==> src/rtl/rcp_arbiter.sv <==
// Time-shares one combinational reciprocal between NREQ requesters: latch operand, settle, capture, pulse done.
// Latency: done pulses SETTLE+1 edges after the grant edge; one job in flight, back-to-back every SETTLE+2 cycles.
// Backpressure: requesters hold i_req until their done pulse; losers simply wait, nothing is dropped.
module rcp_arbiter #(
    parameter int NREQ   = 3,
    parameter int W      = 24,
    parameter int SETTLE = 1,
    parameter int RR     = 1
) (
    input  logic              clk,
    input  logic              reset_n,
    input  logic              i_flush,
    input  logic [NREQ-1:0]   i_req,
    input  logic [NREQ*W-1:0] i_data,
    output logic [NREQ-1:0]   o_gnt,
    output logic [NREQ-1:0]   o_done,
    output logic [W-1:0]      o_result,
    output logic              o_sat,
    output logic              o_busy,
    output logic [W-1:0]      rcp_in,
    input  logic [W-1:0]      rcp_out,
    input  logic              rcp_sat
);
    localparam int LW = (NREQ > 1) ? $clog2(NREQ) : 1;

    typedef enum logic {IDLE, WAIT} state_t;

    state_t          state;
    logic [3:0]      cnt;
    logic [LW-1:0]   last;
    logic [NREQ-1:0] elig;
    logic [LW-1:0]   win;
    logic            win_vld;

    function automatic logic [NREQ-1:0] onehot(input logic [LW-1:0] k);
        logic [NREQ-1:0] v;
        v    = '0;
        v[k] = 1'b1;
        return v;
    endfunction

    // The requester in its done cycle is masked so it has time to drop i_req.
    always_comb begin
        int idx;
        idx     = 0;
        elig    = i_req & ~o_done;
        win     = '0;
        win_vld = 1'b0;
        if (RR != 0) begin
            for (int i = 1; i <= NREQ; i++) begin
                idx = (int'(last) + i) % NREQ;
                if (!win_vld && elig[idx]) begin
                    win     = LW'(idx);
                    win_vld = 1'b1;
                end
            end
        end else begin
            for (int i = NREQ - 1; i >= 0; i--) begin
                if (elig[i]) begin
                    win     = LW'(i);
                    win_vld = 1'b1;
                end
            end
        end
    end

    always_ff @(posedge clk or negedge reset_n) begin
        if (!reset_n) begin
            state    <= IDLE;
            o_gnt    <= '0;
            o_done   <= '0;
            o_result <= '0;
            o_sat    <= 1'b0;
            o_busy   <= 1'b0;
            rcp_in   <= '0;
            cnt      <= '0;
            last     <= LW'(NREQ - 1);
        end else if (i_flush) begin
            state  <= IDLE;
            o_gnt  <= '0;
            o_done <= '0;
            o_busy <= 1'b0;
            cnt    <= '0;
        end else begin
            o_done <= '0;
            case (state)
                IDLE: begin
                    if (win_vld) begin
                        o_gnt  <= onehot(win);
                        rcp_in <= i_data[int'(win)*W +: W];
                        cnt    <= 4'(SETTLE);
                        o_busy <= 1'b1;
                        last   <= win;
                        state  <= WAIT;
                    end
                end
                WAIT: begin
                    if (cnt != 4'd0) begin
                        cnt <= cnt - 4'd1;
                    end else begin
                        // last still holds the current owner, so it doubles as the done index.
                        o_result <= rcp_out;
                        o_sat    <= rcp_sat;
                        o_done   <= onehot(last);
                        o_gnt    <= '0;
                        o_busy   <= 1'b0;
                        state    <= IDLE;
                    end
                end
                default: state <= IDLE;
            endcase
        end
    end
endmodule

==> config.mk <==
export PLATFORM = sky130hd
export DESIGN_NAME = rcp_arbiter
export DESIGN_NICKNAME = d
export VERILOG_FILES = /design/src/rtl/rcp_arbiter.sv
export SDC_FILE = /design/constraint.sdc
export NUM_CORES = 1
export LEC_CHECK = 0
export CORE_MARGIN = 4
export CORE_UTILIZATION = 50
export DETAILED_ROUTE_END_ITERATION = 10
export DONT_BUFFER_PORTS = 1
export SLEW_MARGIN = 20
export SYNTH_ARGS = -nofsm -noshare
export SYNTH_HDL_FRONTEND = slang
export SYNTH_SLANG_ARGS = --single-unit
==> constraint.sdc <==
create_clock -name clk -period 4.4 [get_ports clk]
set_clock_uncertainty 0.2 [all_clocks]
set_input_delay 0.22 -clock clk [delete_from_list [all_inputs] [get_ports clk]]
set_output_delay 0.22 -clock clk [all_outputs]
set_load 0.01 [all_outputs]
==> run metrics <==
number of buffers created by CTS=9; CTS H-tree depth=3; detailed-routing iteration count for the pre-antenna-repair pass=4; count of final setup violators=0; leakage power summed over all cells=2.01 nW; die boundary width=87.5 µm; data required time at the worst endpoint=4.41 ns; Total Wirelength=8060 µm; area of the die=7660 µm²; number of antenna diodes=0; critical path class=flip-flop to flip-flop; R2R setup slack=0.47 ns; pwr dens=781 nW/µm²; Critical Path Sink Type=flip-flop; sequential element share of the synthesized area=49.9%; startpoint kind of the worst setup timing path=flip-flop; RePlAce Congestion=0.851; Hold Slack=0.0187 ns; detailed router's first-iteration violation count=73; Cell Rows=28; HP Class=input pin to flip-flop; number of global-route vias before repair=2530; most frequent cells in the layout=sky130_fd_sc_hd__dlygate4sd3_1, sky130_fd_sc_hd__dfrtp_1, sky130_fd_sc_hd__inv_1; remaining antenna violation count=0; slew at the pin closest to its max-slew limit=0.882 ns; Netlist cell types=43; clock-pin slew reported for the worst setup and hold paths after clock tree synthesis=0.07 ns; final cell count without fillers=439; final hold violations=0; Main synth FF type=sky130_fd_sc_hd__dfrtp_1; Maximum Capacitance Violations=0; overall track demand over capacity in global routing=21.2%; number of synthesis warnings=0; outcome=finished clean; clock period minus final worst setup slack=3.93 ns; number of instances in the synthesized netlist=284; number of setup buffers added after CTS=0; Port Buffers=0; fraction of layout cells with a size suffix above 1=9.34%; initial antenna violation count=0; Placeable Area=6030 µm²; total nets after synthesis=393; clk buf depth=2; wire per inst=18.4 µm; fmax=254 MHz; TritonCTS clock tree=done; number of vias per cell=5.57; signal arrival time at the worst endpoint=3.94 ns; Clock Latency Late Sink=0.33 ns; routed via count=2445; area delta synth->final=34.2%; Setup TNS=0 ns; Congestion Overflow GR=0; critical-path maximum fanout=25; floorplan die height=87.5 µm; Slew Limit Headroom=41.0%; maximum number of pins on one net before global-route repair=64; Total Nets Final=469; share of async-settable or async-resettable flops after synthesis=100%; number of placed instances, taps included=348; Max rail drop VDD=0.000482 V; residual DRC count=0; leading cell type in the layout, fill and taps excluded=sky130_fd_sc_hd__dlygate4sd3_1; final-report max-slew violation count=0; first-pass GRT wire length=12400 µm; Ports=159; clock root buffer=sky130_fd_sc_hd__clkbuf_8; unrepaired setup endpoints after global routing=no; count of state elements after synthesis=63; Avg Cell Area, Syn=11.1 µm²; number of clock sinks=63; crit share post-route=89.4%; final HPWL from detailed placement=5210 µm; starting utilization of the core area=52.5%; count of flip-flops with a built-in enable after synthesis=0; synthesized cell area=3160 µm²
-- power breakdown --
group | total, mW | internal, mW | switching (mW)
logic | 1.52 | 0.806 | 0.710
clock network | 0.617 | 0.405 | 0.213
registers | 1.18 | 0.856 | 0.324
-- path summary, 6_finish.rpt --
kind                          from         to  cells past startpoint
setup / recovery           last[1]  rcp_in[7]                     10
hold / removal             i_flush     o_busy                      2
setup reg to reg           last[1]  rcp_in[7]                     10
hold reg to reg             cnt[1]     cnt[1]                      2
max in group asynchronous  reset_n    last[1]                      2
min in group asynchronous  reset_n  o_done[2]                      2
-- state kept, by name, indices dropped and copies added (netlist names) --
name	cells
cnt	4
last	2
o_busy	1
o_done	3
o_gnt	3
o_result	24
o_sat	1
rcp_in	24
state	1
-- area by class of cell --
cell class | instances | area, µm²
fillers | 448 | 1790
flip-flops and latches | 63 | 1580
multi-input cells | 176 | 1400
repair buffers | 80 | 808
clock buffers | 12 | 155
inverters | 30 | 113
well taps | 75 | 93.8
clock inverters | 3 | 90.1
-- logic make-up (layout without fill, tap and decap cells) --
logic type | count (synthesis) | after routing | synth area share [%]
flops | 63 | 63 | 49.9
buf+inv | 45 | 125 | 6.06
mux | 53 | 53 | 17.9
simple gates | 69 | 69 | 11.5
compound gates | 46 | 46 | 11.6
fa+ha+maj | 6 | 6 | 2.38
xor+xnor | 2 | 2 | 0.554
-- layer usage --
metal / global-route usage [%] / vias up / part of all wire, %
li1: - / 1154 / -
met1: 25.4 / 1179 / 39
met2: 34.7 / 104 / 50
met3: 7.85 / 8 / 9.8
met4: 7.95 / 0 / 0.98
met5: 0 / - / 0
-- worst max-delay path, stage by stage (launching register included) --
cell	delay, ns
sky130_fd_sc_hd__dfstp_2	0.54
sky130_fd_sc_hd__inv_1	0.08
sky130_fd_sc_hd__ha_1	0.30
sky130_fd_sc_hd__or4b_1	0.55
sky130_fd_sc_hd__and3_4	0.21
sky130_fd_sc_hd__nor3_4	0.26
sky130_fd_sc_hd__mux2i_4	0.25
sky130_fd_sc_hd__buf_4	0.41
sky130_fd_sc_hd__mux2i_1	0.28
sky130_fd_sc_hd__o221ai_1	0.12
sky130_fd_sc_hd__dlygate4sd3_1	0.60
-- Yosys cell counts (2+ instances only) --
master / count / area (µm²)
sky130_fd_sc_hd__or4bb_1: 2 / 22.5
sky130_fd_sc_hd__mux2i_1: 26 / 260
sky130_fd_sc_hd__a22oi_1: 2 / 15.0
sky130_fd_sc_hd__nor2_1: 13 / 48.8
sky130_fd_sc_hd__mux2_2: 6 / 67.6
sky130_fd_sc_hd__mux2_1: 20 / 225
sky130_fd_sc_hd__nor2b_1: 3 / 18.8
sky130_fd_sc_hd__a21oi_1: 4 / 20.0
sky130_fd_sc_hd__o21ai_1: 2 / 10.0
sky130_fd_sc_hd__and2_1: 3 / 18.8
sky130_fd_sc_hd__clkbuf_1: 7 / 26.3
sky130_fd_sc_hd__buf_2: 6 / 30.0
sky130_fd_sc_hd__o21a_1: 3 / 22.5
sky130_fd_sc_hd__nand2_1: 28 / 105
sky130_fd_sc_hd__buf_6: 2 / 22.5
sky130_fd_sc_hd__nor3b_1: 6 / 45.0
sky130_fd_sc_hd__dfrtp_1: 62 / 1550
sky130_fd_sc_hd__ha_1: 6 / 75.1
sky130_fd_sc_hd__o21ai_0: 2 / 10.0
sky130_fd_sc_hd__o2bb2ai_1: 2 / 17.5
sky130_fd_sc_hd__o221ai_1: 24 / 210
sky130_fd_sc_hd__and3b_1: 2 / 17.5
sky130_fd_sc_hd__inv_1: 29 / 109
sky130_fd_sc_hd__nor3_1: 4 / 20.0
sky130_fd_sc_hd__a22o_1: 2 / 17.5
-- through the flow --
step	util, %	setup slack (ns)	power, mW	area, µm²
after CTS	70.4	0.476	3.32	4240
after global placement	53.4	1.10	2.37	3220
after global routing	70.4	0.197	3.55	4240
after detailed placement	53.4	1.04	2.40	3220
after floorplan	-	1.23	2.15	3160
final	70.4	0.468	3.31	4240
-- timing repair --
action | CTS | global route
hold buffers | 76 | 0
setup endpoints to repair | 0 | 0
hold endpoints to repair | 117 | 0
resized for setup | 0 | 0
Note: power is estimated with default switching activity, not from simulation.
